## src/rtl/sdram_pkg.sv

```systemverilog
// ---------------------------------------------------------------------------
// sdram_pkg
// Shared definitions for the SDRAM subsystem (sdram_controller and
// sdram_arbiter): default bus widths and the arbiter's state encoding.
// ---------------------------------------------------------------------------
package sdram_pkg;

    // Default controller bus widths, shared by the controller and the arbiter
    localparam int SDRAM_ADDR_W = 24;
    localparam int SDRAM_DATA_W = 16;

    // Arbiter sequencing states
    typedef enum logic [1:0] {
        IDLE    = 2'd0,
        ACCESS  = 2'd1,
        DONE    = 2'd2,
        REFRESH = 2'd3
    } arbState_e;

endpackage

```

## src/rtl/sdram_refresh_timer.sv

```systemverilog
// ---------------------------------------------------------------------------
// sdram_refresh_timer
// Free-running refresh interval counter with a sticky "refresh pending" flag
// and a one-cycle overrun pulse.
//
// Ports:
//   clk        system clock, rising edge
//   reset      synchronous, active-low reset
//   clear_i    clears the pending flag (driven when the arbiter starts a refresh)
//   pending_o  a refresh interval has elapsed and no refresh has started yet
//   overrun_o  one-cycle pulse: an interval elapsed while one was still pending
// ---------------------------------------------------------------------------
module sdram_refresh_timer #(
    parameter int REFRESH_INTERVAL = 780
) (
    input  logic clk,
    input  logic reset,
    input  logic clear_i,
    output logic pending_o,
    output logic overrun_o
);

    localparam int CNT_W = (REFRESH_INTERVAL > 1) ? $clog2(REFRESH_INTERVAL) : 1;

    logic [CNT_W-1:0] count_q, count_d;
    logic             pending_q, pending_d;
    logic             overrun_q, overrun_d;
    logic             wrap;

    assign wrap = (count_q == CNT_W'(REFRESH_INTERVAL - 1));

    // Next-state logic. A wrap always (re)arms the pending flag, so a wrap
    // landing on the same edge as a clear queues the next refresh instead of
    // losing it; only a wrap onto an un-serviced request counts as overrun.
    always_comb begin
        count_d   = wrap ? '0 : count_q + 1'b1;
        overrun_d = wrap && pending_q && !clear_i;
        pending_d = pending_q;
        if (wrap) begin
            pending_d = 1'b1;
        end else if (clear_i) begin
            pending_d = 1'b0;
        end
    end

    // State registers with synchronous active-low reset
    always_ff @(posedge clk) begin
        if (!reset) begin
            count_q   <= '0;
            pending_q <= 1'b0;
            overrun_q <= 1'b0;
        end else begin
            count_q   <= count_d;
            pending_q <= pending_d;
            overrun_q <= overrun_d;
        end
    end

    assign pending_o = pending_q;
    assign overrun_o = overrun_q;

endmodule

```

## src/rtl/sdram_arbiter.sv

```systemverilog
// ---------------------------------------------------------------------------
// sdram_arbiter
// Shares one SDRAM controller between port 0 (CPU) and port 1 (display/DMA),
// inserting periodic auto-refresh ahead of both requesters.
//
// Build option: define SDRAM_ARB_RR_EN for round-robin arbitration on
// simultaneous requests; otherwise port 0 always wins.
//
// Ports:
//   clk, reset                   clock / synchronous active-low reset
//   req0/1, we0/1, addr0/1,      requester side: req held until ack,
//   wdata0/1                     command fields stable while req is high
//   ack0/1                       one-cycle completion pulse
//   rdata                        read data, valid in the ack cycle of a read
//   mem_req                      one-cycle start strobe to the controller
//   mem_we/addr/wdata            command held for the whole access
//   mem_rdata                    controller read data
//   mem_refresh                  refresh command, held REFRESH_CYCLES
//   busy                         high whenever the arbiter is not idle
//   refresh_overrun              pulse when a refresh interval is missed
// ---------------------------------------------------------------------------
module sdram_arbiter import sdram_pkg::*; #(
    parameter int ADDR_W           = SDRAM_ADDR_W,
    parameter int DATA_W           = SDRAM_DATA_W,
    parameter int ACCESS_CYCLES    = 3,
    parameter int REFRESH_INTERVAL = 780,
    parameter int REFRESH_CYCLES   = 8
) (
    input  logic              clk,
    input  logic              reset,
    input  logic              req0,
    input  logic              req1,
    input  logic              we0,
    input  logic              we1,
    input  logic [ADDR_W-1:0] addr0,
    input  logic [ADDR_W-1:0] addr1,
    input  logic [DATA_W-1:0] wdata0,
    input  logic [DATA_W-1:0] wdata1,
    output logic              ack0,
    output logic              ack1,
    output logic [DATA_W-1:0] rdata,
    output logic              mem_req,
    output logic              mem_we,
    output logic [ADDR_W-1:0] mem_addr,
    output logic [DATA_W-1:0] mem_wdata,
    input  logic [DATA_W-1:0] mem_rdata,
    output logic              mem_refresh,
    output logic              busy,
    output logic              refresh_overrun
);

    // One step counter times both the access window and the refresh window
    localparam int STEP_MAX = (ACCESS_CYCLES > REFRESH_CYCLES) ? ACCESS_CYCLES : REFRESH_CYCLES;
    localparam int STEP_W   = (STEP_MAX > 1) ? $clog2(STEP_MAX) : 1;

    arbState_e         state_q;
    logic [STEP_W-1:0] step_q;
    logic              grant_q;
    logic              ack0_q, ack1_q;
    logic [DATA_W-1:0] rdata_q;
    logic              mem_req_q, mem_we_q, mem_refresh_q;
    logic [ADDR_W-1:0] mem_addr_q;
    logic [DATA_W-1:0] mem_wdata_q;

    logic refreshPending;
    logic refreshClear;
    logic pickPort;

    // A refresh starts (and its pending flag clears) on the idle edge that sees it
    assign refreshClear = (state_q == IDLE) && refreshPending;

    sdram_refresh_timer #(
        .REFRESH_INTERVAL(REFRESH_INTERVAL)
    ) u_refresh_timer (
        .clk      (clk),
        .reset    (reset),
        .clear_i  (refreshClear),
        .pending_o(refreshPending),
        .overrun_o(refresh_overrun)
    );

`ifdef SDRAM_ARB_RR_EN
    logic lastGrant_q;
    logic grantNow;

    // On a tie, serve the port that was not granted last time
    assign pickPort = (req0 && req1) ? ~lastGrant_q : ~req0;
    assign grantNow = (state_q == IDLE) && !refreshPending && (req0 || req1);

    // Round-robin pointer follows every grant; starts at 1 so port 0 wins
    // the first tie after reset
    always_ff @(posedge clk) begin
        if (!reset) begin
            lastGrant_q <= 1'b1;
        end else if (grantNow) begin
            lastGrant_q <= pickPort;
        end
    end
`else
    // Fixed priority: port 1 only when port 0 is not asking
    assign pickPort = ~req0;
`endif

    // Sequencer. All controller-facing signals and acks are registered here.
    // The pending refresh is checked before requests, so refresh is taken at
    // the first idle edge after it becomes visible but never interrupts an
    // access. DONE always returns through IDLE, so a held req is never
    // granted twice from one ack.
    always_ff @(posedge clk) begin
        if (!reset) begin
            state_q       <= IDLE;
            step_q        <= '0;
            grant_q       <= 1'b0;
            ack0_q        <= 1'b0;
            ack1_q        <= 1'b0;
            rdata_q       <= '0;
            mem_req_q     <= 1'b0;
            mem_we_q      <= 1'b0;
            mem_addr_q    <= '0;
            mem_wdata_q   <= '0;
            mem_refresh_q <= 1'b0;
        end else begin
            case (state_q)
                IDLE: begin
                    if (refreshPending) begin
                        state_q       <= REFRESH;
                        step_q        <= '0;
                        mem_refresh_q <= 1'b1;
                    end else if (req0 || req1) begin
                        state_q     <= ACCESS;
                        step_q      <= '0;
                        grant_q     <= pickPort;
                        mem_req_q   <= 1'b1;
                        mem_we_q    <= pickPort ? we1    : we0;
                        mem_addr_q  <= pickPort ? addr1  : addr0;
                        mem_wdata_q <= pickPort ? wdata1 : wdata0;
                    end
                end
                ACCESS: begin
                    mem_req_q <= 1'b0;
                    if (step_q == STEP_W'(ACCESS_CYCLES - 1)) begin
                        if (!mem_we_q) begin
                            rdata_q <= mem_rdata;
                        end
                        state_q     <= DONE;
                        ack0_q      <= ~grant_q;
                        ack1_q      <= grant_q;
                        mem_we_q    <= 1'b0;
                        mem_addr_q  <= '0;
                        mem_wdata_q <= '0;
                    end else begin
                        step_q <= step_q + 1'b1;
                    end
                end
                DONE: begin
                    ack0_q  <= 1'b0;
                    ack1_q  <= 1'b0;
                    state_q <= IDLE;
                end
                REFRESH: begin
                    if (step_q == STEP_W'(REFRESH_CYCLES - 1)) begin
                        mem_refresh_q <= 1'b0;
                        state_q       <= IDLE;
                    end else begin
                        step_q <= step_q + 1'b1;
                    end
                end
                default: state_q <= IDLE;
            endcase
        end
    end

    assign ack0        = ack0_q;
    assign ack1        = ack1_q;
    assign rdata       = rdata_q;
    assign mem_req     = mem_req_q;
    assign mem_we      = mem_we_q;
    assign mem_addr    = mem_addr_q;
    assign mem_wdata   = mem_wdata_q;
    assign mem_refresh = mem_refresh_q;
    assign busy        = (state_q != IDLE);

endmodule

```

## config.mk

```make
export PLATFORM = sky130hd
export DESIGN_NAME = sdram_arbiter
export DESIGN_NICKNAME = d
export VERILOG_FILES = /design/src/rtl/sdram_pkg.sv /design/src/rtl/sdram_refresh_timer.sv /design/src/rtl/sdram_arbiter.sv
export SDC_FILE = /design/constraint.sdc
export NUM_CORES = 1
export LEC_CHECK = 0
export BUFFER_PORTS_ARGS = -buffer_cell sky130_fd_sc_hd__buf_2
export CAP_MARGIN = 20
export CORE_MARGIN = 5
export CORE_UTILIZATION = 48
export CTS_CLUSTER_SIZE = 28
export DETAILED_ROUTE_END_ITERATION = 8
export MAX_ROUTING_LAYER = met4
export PLACE_DENSITY = 0.79
export SKIP_LAST_GASP = 1
export SLEW_MARGIN = 20
export SYNTH_ARGS = -nofsm -noshare
export SYNTH_HDL_FRONTEND = slang
export SYNTH_SLANG_ARGS = --single-unit
```

## constraint.sdc

```tcl
create_clock -name clk -period 1.9 [get_ports clk]
set_clock_uncertainty 0.1 [all_clocks]
set_input_delay 0.095 -clock clk [delete_from_list [all_inputs] [get_ports clk]]
set_output_delay 0.095 -clock clk [all_outputs]
set_load 0.01 [all_outputs]
```

==> implementation parameters <==
Parameter                              Value

Worst setup path
  Class of the most critical setup path    in2reg
  Setup slack of the most critical reg-to-reg path    0.19 ns
  Data required time of the worst path    2.03 ns
  CP Capture Type    register
  Critical path arrival    1.88 ns
  Cell with the largest stage delay on the worst path    sky130_fd_sc_hd__dlygate4sd3_1
  Highest fanout seen on the critical path    41
  Cells along the critical path    dlygate4sd3_1 -> buf_2 -> buf_4 -> mux2_2 -> nand4_1 -> a21oi_1
  Launching element type of the critical path    input pin
  Family with the most delay on the worst path    buffers and inverters
  Delay of the slowest cell on the worst path    0.52 ns
  Number of buffer and inverter stages on the critical path    3

Logic synthesis
  Post-Syn Area    3870 µm²
  Post-synth EDFFs    0
  Main synth FF type    sky130_fd_sc_hd__dfxtp_1
  Area share of the leading cell type in the synthesized netlist    0.408
  Post-synthesis cell type with the largest combined area    sky130_fd_sc_hd__dfxtp_1
  Flip-flop and latch count after synthesis    79
  Share of synthesized registers carrying an async set or reset    0
  Number of instances in the synthesized netlist    430
  Yosys warning total    0
  Post-synthesis area per instance    9.01 µm²
  Sequential element share of the synthesized area    0.408
  Cell variety after synth    44
  Dominant cells by area after synthesis    sky130_fd_sc_hd__dfxtp_1 41%, sky130_fd_sc_hd__mux2_2 12%, sky130_fd_sc_hd__a21oi_1 8.7%
  Net count after synthesis    536

Clocking
  Clock input transition at the sequential cells of the worst setup and hold paths    0.08 ns
  Setup Buffers After CTS    0
  Cell at the root of the clock tree    sky130_fd_sc_hd__clkbuf_8
  CTS max path bufs    2
  CTS tree    built
  Number of buffers created by CTS    9
  # H-tree levels    3
  Clock Sinks    79
  Clock latency on the worst-skew pair    0.35 ns

Worst hold path
  Kind of path behind the tightest hold check    in2reg

Detailed routing
  Post-DRT Antenna Nets    0
  Number of design rule violations left after detail routing    0
  Vias per inst    6.02
  Wire length per cell    17.4 µm
  DR pass1 iterations    5
  Iteration-0 DRC Markers    268
  WL final    12100 µm
  Via Count    4195

GRT
  Congestion Overflow GR    0
  Largest net degree at the start of global routing    43
  Via count of the first global-routing pass    4093
  Overall Global Routing Usage    0.243
  Initial antenna violation count    0
  Wire length of the first global-routing pass    19400 µm

Run status
  Outcome    finished, final reports clean

Placed design
  Final RePlAce weighted congestion    0.822
  Number of port buffers    164
  Post-DP HPWL    8040 µm
  Placed Instance Area    4780 µm²

Final layout
  Final net count    696
  Fraction of final layout cells sized beyond drive strength 1    0.418
  Layout area overhead    34.6%
  Summed area of non-filler cells in the final layout    5210 µm²
  Number of antenna cells inserted    0
  Footprint of the multi-input gates    2100 µm²
  Fillers    639
  FF/Latch Area    1580 µm²

Floorplan
  Die area    9960 µm²
  Number of placed I/O pins    165
  Num rows    32
  Chip height    99.8 µm
  Initial core utilization    0.496
  Width of the chip    99.8 µm
  Standard cell core area    7810 µm²

Pwr
  Power density of the placed cells    770 nW/µm²
  Static leakage power    2.16 nW
  Maximum ir drop on the vdd rail    416 µV

STA
  Total negative slack for setup checks    0 ns
  Crit path time final    1.75 ns
  Portion of the clock cycle consumed by the worst path in the final layout    0.923
  Number of pins with negative max-slew slack in the final report    0
  Final hold violation count    0
  RSZ-0062 raised after global routing    false
  Headroom to the max-slew limit    0.450
  Slew at the pin with the worst max-slew slack    0.824 ns
  Setup violation total in the final timing report    0
  Maximum operating frequency    0.571 GHz

Flow run
  Number of max-cap violations    0
-- final timing paths --
path              cells past startpoint            to  startpoint
setup reg to reg                      6  mem_wdata[2]   step_q[0]
hold reg to reg                       2      rdata[4]    rdata[4]
setup / recovery                      6  mem_wdata[2]        req0
hold / removal                        2    state_q[0]       reset
-- registers in the layout, summed over array words and instances, names as in the netlist --
name                       cells
ack0                           1
ack1                           1
grant_q                        1
mem_addr                      24
mem_refresh                    1
mem_req                        1
mem_wdata                     16
mem_we                         1
rdata                         16
state_q                        2
step_q                         3
u_refresh_timer.count_q       10
u_refresh_timer.overrun_o      1
u_refresh_timer.pending_o      1
-- cell type report --
type,instances,share of cell area
Clock inverter,5,0.0202
Tap cell,102,0.0245
Sequential cell,79,0.303
Clock buffer,11,0.0271
Multi-Input combinational cell,296,0.403
Inverter,6,0.00432
Timing Repair Buffer,198,0.218
-- cells in the mapped netlist, types with 2 or more instances --
cell / number
sky130_fd_sc_hd__o21ai_0: 23
sky130_fd_sc_hd__nand2_1: 9
sky130_fd_sc_hd__nand4_1: 44
sky130_fd_sc_hd__inv_1: 4
sky130_fd_sc_hd__nand3_1: 21
sky130_fd_sc_hd__mux2_2: 41
sky130_fd_sc_hd__nor2_1: 9
sky130_fd_sc_hd__a21oi_1: 67
sky130_fd_sc_hd__ha_1: 4
sky130_fd_sc_hd__xnor2_1: 2
sky130_fd_sc_hd__buf_2: 9
sky130_fd_sc_hd__clkbuf_1: 39
sky130_fd_sc_hd__or3_1: 4
sky130_fd_sc_hd__a211oi_1: 2
sky130_fd_sc_hd__or2_2: 3
sky130_fd_sc_hd__o311ai_0: 37
sky130_fd_sc_hd__nor2b_1: 2
sky130_fd_sc_hd__o22ai_1: 2
sky130_fd_sc_hd__dfxtp_1: 79
sky130_fd_sc_hd__o311ai_1: 4
sky130_fd_sc_hd__a32o_1: 2
-- repair_timing --
item,4_1_cts,5_1_grt
endpoints found under the hold margin,17,0
resized for setup,0,1
hold buffers,18,0
endpoints found under the setup margin,0,8
-- through the flow --
step	instances	util	setup slack (ns)	total power [mW]	hold slack, ns
6_report	697	0.667	0.147	4.01	0.0280
3_3_place_gp	663	0.612	0.280	2.47	0.252
4_1_cts	697	0.667	0.0907	4.03	0.00953
3_5_place_dp	663	0.612	0.205	2.49	0.259
5_1_grt	697	0.667	0.0485	4.18	0.0176
2_1_floorplan	430	-	0.291	2.21	0.143
-- layer usage --
metal,vias up,track usage,share of wire
met4,0,0.0861,0.022
met1,1977,0.293,0.40
met2,214,0.399,0.49
met3,23,0.0563,0.088
li1,1981,-,-
met5,-,-,0
-- kinds of logic after synthesis --
| logic type | share of synthesized area |
|---|---|
| and+or+nand+nor | 0.158 |
| buffers and inverters | 0.0562 |
| AOI/OAI and AO/OA | 0.238 |
| DFF | 0.408 |
| xor gates and xnor gates | 0.00679 |
| adders and majority gates | 0.0129 |
| muxes | 0.119 |
-- power breakdown --
part	total, mW	switching, mW	internal [mW]	leakage (nW)
Sequential	1.80	0.0543	1.75	0.645
Clock	1.53	0.616	0.909	0.116
Combinational	0.689	0.361	0.328	1.40
-- layout by cell type (no fill, tap or decap), drive strengths merged, types with 2 or more instances in the layout --
master | Yosys | layout
a32o | 2 | 2
nor3 | 2 | 2
nor2 | 9 | 9
dfxtp | 79 | 79
dlygate4sd3 | 0 | 18
xnor2 | 2 | 2
nand3 | 21 | 21
inv | 5 | 5
or3 | 5 | 5
clkinvlp | 0 | 2
a211oi | 2 | 2
clkbuf | 39 | 11
mux2 | 41 | 41
a21oi | 67 | 67
o21ai | 23 | 23
or2 | 3 | 3
o311ai | 41 | 41
ha | 4 | 4
buf | 10 | 180
nor2b | 2 | 2
bufinv | 0 | 3
nand4 | 44 | 44
or4 | 2 | 2
nand2 | 9 | 9
o22ai | 2 | 2
-- worst reg2reg max path: cells and delay by family (launching register included) --
family | cells | cell delay [ns]
AO/OA/AOI/OAI | 2 | 0.41
flip-flops | 1 | 0.39
buffers and inverters | 2 | 0.39
adder cells (fa/ha/maj) | 1 | 0.24
AND/OR/NAND/NOR | 1 | 0.11
Note: power is estimated with default switching activity, not from simulation.
